$ cat config.mk
export PLATFORM = sky130hd
export DESIGN_NAME = keccak_round_sequencer
export DESIGN_NICKNAME = d
export VERILOG_FILES = /design/src/rtl/keccak_round_sequencer.sv
export SDC_FILE = /design/constraint.sdc
export NUM_CORES = 1
export LEC_CHECK = 0
export BUFFER_PORTS_ARGS = -buffer_cell sky130_fd_sc_hd__buf_2
export CAP_MARGIN = 30
export CORE_ASPECT_RATIO = 1.75
export CORE_UTILIZATION = 40
export CTS_CLUSTER_SIZE = 40
export DETAILED_ROUTE_END_ITERATION = 12
export GPL_ROUTABILITY_DRIVEN = 0
export GPL_TIMING_DRIVEN = 1
export HOLD_SLACK_MARGIN = 0.05
export PLACE_DENSITY = 0.67
export RECOVER_POWER = 25
export SLEW_MARGIN = 20
export SYNTH_ARGS = -nofsm -noshare
export SYNTH_HDL_FRONTEND = slang
export SYNTH_SLANG_ARGS = --single-unit
$ cat constraint.sdc
create_clock -name clk -period 2.5 [get_ports clk]
set_clock_uncertainty 0.05 [all_clocks]
set_input_delay 0.5 -clock clk [delete_from_list [all_inputs] [get_ports clk]]
set_output_delay 0.5 -clock clk [all_outputs]
set_load 0.02 [all_outputs]
$ cat src/rtl/keccak_round_sequencer.sv
// keccak_round_sequencer
//
// Steps the 5x5 lane state of the permutation datapath through NUM_ROUNDS
// rounds. Each round has three parts:
//   - a 5-step column pass (theta parity), with j=0 and lane_addr = step 0..4;
//   - a 25-step lane pass in lane-number order;
//   - a single round-end cycle.
// After the last round, done pulses for one cycle.
//
// Ports
//   clk, rst_n   rising-edge clock, asynchronous active-low reset
//   start        begin a permutation (honoured in IDLE only)
//   abort        synchronous abort, returns to IDLE on the next cycle
//   step_ready   datapath accepts the current step
//   busy         high in every state except IDLE
//   done         one-cycle pulse after the last round
//   phase        0 idle, 1 column pass, 2 lane pass, 3 round end
//   step_valid   i / j / lane_addr hold a step the datapath should consume
//   i, j         lane coordinates 0..4
//   lane_addr    lane number 5*((j+2) mod 5) + ((i+2) mod 5)
//   round        current round index 0..NUM_ROUNDS-1
//   round_end    one-cycle pulse in the round-end state
//   round_last   high while round == NUM_ROUNDS-1
module keccak_round_sequencer #(
  parameter int NUM_ROUNDS = 24
) (
  input  logic       clk,
  input  logic       rst_n,
  input  logic       start,
  input  logic       abort,
  input  logic       step_ready,
  output logic       busy,
  output logic       done,
  output logic [1:0] phase,
  output logic       step_valid,
  output logic [2:0] i,
  output logic [2:0] j,
  output logic [4:0] lane_addr,
  output logic [4:0] round,
  output logic       round_end,
  output logic       round_last
);

  typedef enum logic [2:0] {
    S_IDLE,
    S_COL,
    S_LANE,
    S_RND_END,
    S_DONE
  } state_t;

  localparam logic [4:0] LAST_ROUND = 5'(NUM_ROUNDS - 1);
  localparam logic [4:0] LAST_COL   = 5'd4;
  localparam logic [4:0] LAST_LANE  = 5'd24;

  state_t state;
  logic   stepAccept;

  // lane_addr also serves as the step index. In the column pass it counts
  // columns 0..4, and in the lane pass it counts lanes 0..24.
  assign stepAccept = step_valid & step_ready;

  function automatic logic [2:0] inc5(input logic [2:0] v);
    return (v == 3'd4) ? 3'd0 : v + 3'd1;
  endfunction

  // NOTE: every register, outputs included, is written only here, and only
  // with non-blocking assignments. Each branch therefore reads the values
  // from before this clock edge, and no output depends on combinational
  // ordering.
  always_ff @(posedge clk or negedge rst_n) begin
    if (!rst_n) begin
      state      <= S_IDLE;
      busy       <= 1'b0;
      done       <= 1'b0;
      phase      <= 2'd0;
      step_valid <= 1'b0;
      i          <= 3'd0;
      j          <= 3'd0;
      lane_addr  <= 5'd0;
      round      <= 5'd0;
      round_end  <= 1'b0;
      round_last <= (NUM_ROUNDS == 1);
    end else begin
      // done and round_end are single-cycle pulses. They default low here.
      done      <= 1'b0;
      round_end <= 1'b0;

      if (abort) begin
        state      <= S_IDLE;
        busy       <= 1'b0;
        phase      <= 2'd0;
        step_valid <= 1'b0;
        i          <= 3'd0;
        j          <= 3'd0;
        lane_addr  <= 5'd0;
      end else begin
        case (state)
          S_IDLE: begin
            if (start) begin
              state      <= S_COL;
              busy       <= 1'b1;
              phase      <= 2'd1;
              step_valid <= 1'b1;
              i          <= 3'd3;
              j          <= 3'd0;
              lane_addr  <= 5'd0;
              round      <= 5'd0;
              round_last <= (NUM_ROUNDS == 1);
            end
          end

          S_COL: begin
            if (stepAccept) begin
              if (lane_addr == LAST_COL) begin
                // The lane pass starts at lane 0, which is (i,j) = (3,3).
                state     <= S_LANE;
                phase     <= 2'd2;
                i         <= 3'd3;
                j         <= 3'd3;
                lane_addr <= 5'd0;
              end else begin
                i         <= inc5(i);
                lane_addr <= lane_addr + 5'd1;
              end
            end
          end

          S_LANE: begin
            if (stepAccept) begin
              if (lane_addr == LAST_LANE) begin
                state      <= S_RND_END;
                phase      <= 2'd3;
                step_valid <= 1'b0;
                round_end  <= 1'b1;
              end else begin
                // Row order starts at column 3, so the row advances when i
                // wraps from 2 back to 3.
                i         <= inc5(i);
                j         <= (i == 3'd2) ? inc5(j) : j;
                lane_addr <= lane_addr + 5'd1;
              end
            end
          end

          S_RND_END: begin
            if (round_last) begin
              state <= S_DONE;
              phase <= 2'd0;
              done  <= 1'b1;
            end else begin
              state      <= S_COL;
              phase      <= 2'd1;
              step_valid <= 1'b1;
              i          <= 3'd3;
              j          <= 3'd0;
              lane_addr  <= 5'd0;
              round      <= round + 5'd1;
              round_last <= (round + 5'd1 == LAST_ROUND);
            end
          end

          S_DONE: begin
            // round keeps its final value until the next start.
            state <= S_IDLE;
            busy  <= 1'b0;
          end

          default: state <= S_IDLE;
        endcase
      end
    end
  end

endmodule

# After elaboration in Yosys (flattened, before gate mapping)
# Index checks and enable logic that the tools add are counted.
op_classes:
  reduce_logical: 13
  addsub: 4
  muxes: 63
  bitwise: 2
  eq_ne: 20
op_table:
  columns: ["cell", "n"]
  rows:
  - ["3-bit two-way mux", 24]
  - ["5-bit two-way mux", 8]
  - ["3-bit case mux with 4 select lines", 3]
  - ["3-bit != test (second input constant)", 8]
  - ["5-bit case mux with 4 select lines", 1]
  - ["1-bit two-way mux", 16]
  - ["2-bit two-way mux", 6]
  - ["6-bit AND reduction", 2]
  - ["5-bit by 1-bit adder with 5-bit output (second input constant)", 2]
  - ["5-bit == test (second input constant)", 2]
  - ["5-bit case mux with 2 select lines", 1]
  - ["5-bit AND reduction", 2]
  - ["3-bit by 2-bit == test with 1-bit output (second input constant)", 3]
  - ["3-bit == test (second input constant)", 3]
  - ["2-bit case mux with 4 select lines", 1]
  - ["8-bit AND reduction", 1]
  - ["3-bit by 1-bit adder with 3-bit output (second input constant)", 2]
  - ["5-bit by 3-bit == test with 1-bit output (second input constant)", 1]
  - ["5-bit nonzero test", 1]
  - ["2-bit != test (second input constant)", 2]
  - ["1-bit case mux with 2 select lines", 2]
  - ["4-bit AND reduction", 1]
  - ["4-bit nonzero test", 1]
  - ["3-bit by 1-bit == test with 1-bit output (second input constant)", 1]
  - ["other kinds (8)", 8]
word_totals:
  word_cells: 113
  register_bits: 26
  output_inout_bits: 23

# Longest topological paths before layout
logic_depth:
  word_depth: 7
  ltp_mapped: 8

# Worst setup path before layout
# Ideal clock, no wire load.
synth_timing:
  path_kind: "register to register"
  start: "register lane_addr[0]"
  end: "register j[0]"
  synth_period_minus_slack_ns: 1.962
  arrival_time_ns: 1.847
  path_stages_with_launch: 7
  path_buffers: 0
  required_time_ns: 2.385
  setup_slack_ns: 0.538
  path_cell_list: "dfrtp_1 > inv_1 > ha_1 > and4b_4 > or4b_4 > a21oi_2 > o221a_2"
synth_between:
  elab_chain_len: 3
  word_cells_on_any_way: 5
  cone_classes: "eq/ne: 4; reduce/logical: 1"
synth_rtl:
  columns: ["element", "line", "source"]
  rows:
  - ["start, declared", "38", "output logic [4:0] lane_addr,"]
  - ["start signal, assigned", "124", "lane_addr <= lane_addr + 5'd1;"]
  - ["start signal, assigned", "141", "lane_addr <= lane_addr + 5'd1;"]
  - ["5-bit == test / 5-bit by 3-bit == test with 1-bit output (equally long branches)", "131, 115", null]
  - ["3-bit != test (no source line)", null, null]
  - ["8-bit AND reduction (no source line) *", null, null]
  - ["end signal, assigned", "140", "j <= (i == 3'd2) ? inc5(j) : j;"]
  - ["end, declared", "37", "output logic [2:0] j,"]
# Every way passes the cells marked *; elsewhere a longest branch is shown, timed or not.
# A chain may end at the register's enable or synchronous reset.

# Worst setup path in the final report
layout_timing:
  start: "register lane_addr[0]"
  end: "register j[2]"
# The elaborated chain is that of the path after synthesis.

==> results.sh <==
export IMPL_crit_fanout=4
export IMPL_fmax_mhz=493
export IMPL_seq_area_frac_synth_pct=43.3
export IMPL_fin_crit_ns=2.03
export IMPL_cts_setup_buffers=0
export IMPL_final_nets=201
export IMPL_diodes=0
export IMPL_rows=29
export IMPL_synthSimpleGateAreaFrac_pct=23.9
export IMPL_grt_overflow=0
export IMPL_synth_edf_count=0
export IMPL_vdd_drop_max_mv=0.315
export IMPL_fp_dieArea_sq_um=4010
export IMPL_synth_compound_area_share_pct=19.3
export IMPL_clk_pin_slew_ns=0.09
export IMPL_synth_top_family_by_area="simple AND/OR/NAND/NOR gates"
export IMPL_async_reset_ff_share_pct=100
export IMPL_core_area_sq_um=3590
export IMPL_crit_slowest_cell="nor4b_1"
export IMPL_reg2reg_from="lane_addr[0]"
export IMPL_critPathBufInv=1
export IMPL_fin_tns_setup_ns=0
export IMPL_syn_area_sq_um=1500
export IMPL_clock_latency_ns=0.28
export IMPL_antenna_left=0
export IMPL_die_x_um=48.3
export IMPL_p_leak_nw=0.814
export IMPL_synth_nets=174
export IMPL_slew_headroom_pct=4.16
export IMPL_cts_tree="done"
export IMPL_start_util_pct=41.8
export IMPL_routed_via_density=5.50
export IMPL_cts_root_buf="clkbuf_8"
export IMPL_io_buffers=27
export IMPL_powerDensity_nw_per_um2=571
export IMPL_regArea_sq_um=651
export IMPL_synthCells=160
export IMPL_htree_levels=1
export IMPL_synth_top_area_share_pct=43.3
export IMPL_wl_per_cell_um=14.6
export IMPL_synthMuxAreaShare_pct=1.33
export IMPL_yosys_cell_types_count=42
export IMPL_post_cts_resized=0
export IMPL_worstHoldPathCells=2
export IMPL_synth_ff_type="dfrtp_1"
export IMPL_synth_xor_area_share_pct=0.583
export IMPL_avgSynthCellArea_sq_um=9.38
export IMPL_drt_iter0_markers=17
export IMPL_fp_dieH_um=83.1
export IMPL_finish_utilization_pct=48.3
export IMPL_grt_antenna_before_repair=0
export IMPL_reg2reg_slack_ns=0.47
export IMPL_reg2reg_depth=7
export IMPL_cp_arrival_ns=2.15
export IMPL_ctsHoldBuffers=0
export IMPL_grt_pass1_vias=1263
export IMPL_dp_hpwl_um=2580
export IMPL_holdWs_ns=0.408
export IMPL_hold_path_endpoint="round_last"
export IMPL_via_count=1276
export IMPL_multi_input_area_sq_um=791
export IMPL_rsz0062_at_grt="no"
export IMPL_drt_pass1_iterations=4
export IMPL_grt_pass1_wl_um=5670
export IMPL_io_pins=28
export IMPL_min_from="start"
export IMPL_run_status="complete, no violations"
export IMPL_wl_um=3400
export IMPL_setup_viol=0
export IMPL_r2r_end="j[2]"
export IMPL_drive_above_1_share_pct=19.4
export IMPL_hp_class="in2reg"
export IMPL_fillCellCount=344
export IMPL_crit_path_max_incr_delay_ns=0.49
export IMPL_synth_seq_cells=26
export IMPL_cts_sinks=26
export IMPL_netlist_top_cells_area="dfrtp_1 (43%), ha_1 (7.5%), o21ai_0 (6.3%)"
export IMPL_start_kind="flip-flop"
export IMPL_grt_usage_pct=18.1
export IMPL_synth_top_cell_by_area="dfrtp_1"
export IMPL_critical_path_class="reg2reg"
export IMPL_maxCapViolations=0
export IMPL_cpLargestDelayFamily="simple AND/OR/NAND/NOR gates"
export IMPL_finalHoldViolCount=0
export IMPL_report_final_slew_viol_count=0
export IMPL_worstPathRequired_ns=2.62
export IMPL_cts_made_buffers=3
export IMPL_cts_path_max_buffers=2
export IMPL_area_growth_pct=15.5
export IMPL_yosysWarnings=0
export IMPL_grt_max_degree=27
export IMPL_crit_chain="inv_1 -> ha_1 -> and4b_4 -> nor4b_1 -> o21ai_0 -> a21oi_1 -> mux2i_1"
export IMPL_cp_end_kind="flip-flop"
export IMPL_route_detailed_drc=0
export IMPL_tightest_slew_ns=1.44
export IMPL_timing_final_crit_share_pct=81.1
export IMPL_synthAdderAreaFrac_pct=7.50
-- layout by cell type (no fill, tap or decap), types with 2 or more instances in the layout --
cell type | synthesis | layout
dfrtp_1 | 26 | 26
nor2b_1 | 4 | 4
mux2i_1 | 2 | 2
nand2b_1 | 4 | 4
inv_1 | 8 | 8
o21ai_0 | 19 | 19
ha_1 | 9 | 9
nor2_1 | 9 | 9
nor4b_1 | 3 | 3
o31ai_1 | 3 | 3
a21oi_1 | 7 | 7
nand3_1 | 6 | 6
o211ai_1 | 2 | 2
o22ai_1 | 2 | 2
clkbuf_8 | 0 | 3
and3_1 | 2 | 2
and2_1 | 2 | 2
nor3_1 | 5 | 5
nand2_1 | 19 | 19
buf_2 | 1 | 26
o2bb2ai_1 | 4 | 4
-- layer usage --
| layer | up-vias | GRT usage (%) | share of wire, % |
|---|---|---|---|
| met5 | - | 0 | 0 |
| met1 | 614 | 18.2 | 39 |
| met2 | 28 | 35.7 | 56 |
| li1 | 627 | - | - |
| met4 | 0 | 8.56 | 2.3 |
| met3 | 7 | 1.65 | 2.4 |
-- state kept, by name, summed over array words and instances, names as in the netlist --
name	flops
round_last	1
step_valid	1
round	5
busy	1
round_end	1
i	3
j	3
done	1
lane_addr	5
state	3
phase	2
-- final cells by class --
class                   count  area share [%]
multi-input cells         121            45.6
well taps                  46            3.32
clock inverters             1            1.73
inverters                   8            1.73
clock buffers               3            2.38
repair buffers             27            7.72
flip-flops and latches     26            37.5
-- how the worst max path moves through the flow --
| stage | from | to | slack, ns | cells after the start |
|---|---|---|---|---|
| final | lane_addr[0] | j[2] | 0.47 | 7 |
| after global routing | lane_addr[0] | j[2] | 0.37 | 7 |
| after floorplan | lane_addr[0] | j[0] | 0.54 | 6 |
| after detailed placement | lane_addr[0] | j[2] | 0.51 | 7 |
| after CTS | lane_addr[0] | j[2] | 0.49 | 7 |
| after global placement | lane_addr[0] | j[2] | 0.51 | 7 |
-- cells by family after synthesis --
family | count (synthesis)
adder cells (fa/ha/maj) | 9
AND/OR/NAND/NOR | 63
AO/OA/AOI/OAI | 46
buffers and inverters | 13
multiplexers | 2
XOR/XNOR | 1
flip-flops | 26
-- synth_stat cells, drive strengths merged (3+ instances only) --
library cell and instances:
o21ai 19, a21oi 8, and3 3, inv 8
clkbuf 3, nor4b 4, nand2b 4, dfrtp 26
nor3 5, nor2b 4, nand3 6, nor2 9
o2bb2ai 4, nand2 19, o31ai 3, ha 9
-- where the power goes --
group	switching [mW]	total (mW)	internal, mW	leakage [nW]
registers	0.0241	0.466	0.442	0.352
logic	0.111	0.170	0.0592	0.426
clock network	0.140	0.355	0.215	0.0357
total	0.275	0.991	0.715	0.814
-- stage by stage --
stage	power, mW	instances	setup slack [ns]	cell area, sq um
2_1_floorplan	0.588	160	0.538	1500
3_3_place_gp	0.639	228	0.508	1660
3_5_place_dp	0.645	228	0.506	1660
4_1_cts	0.996	232	0.489	1740
5_1_grt	1.03	232	0.371	1730
6_report	0.991	232	0.471	1730
(Power assumes the default switching activity.)
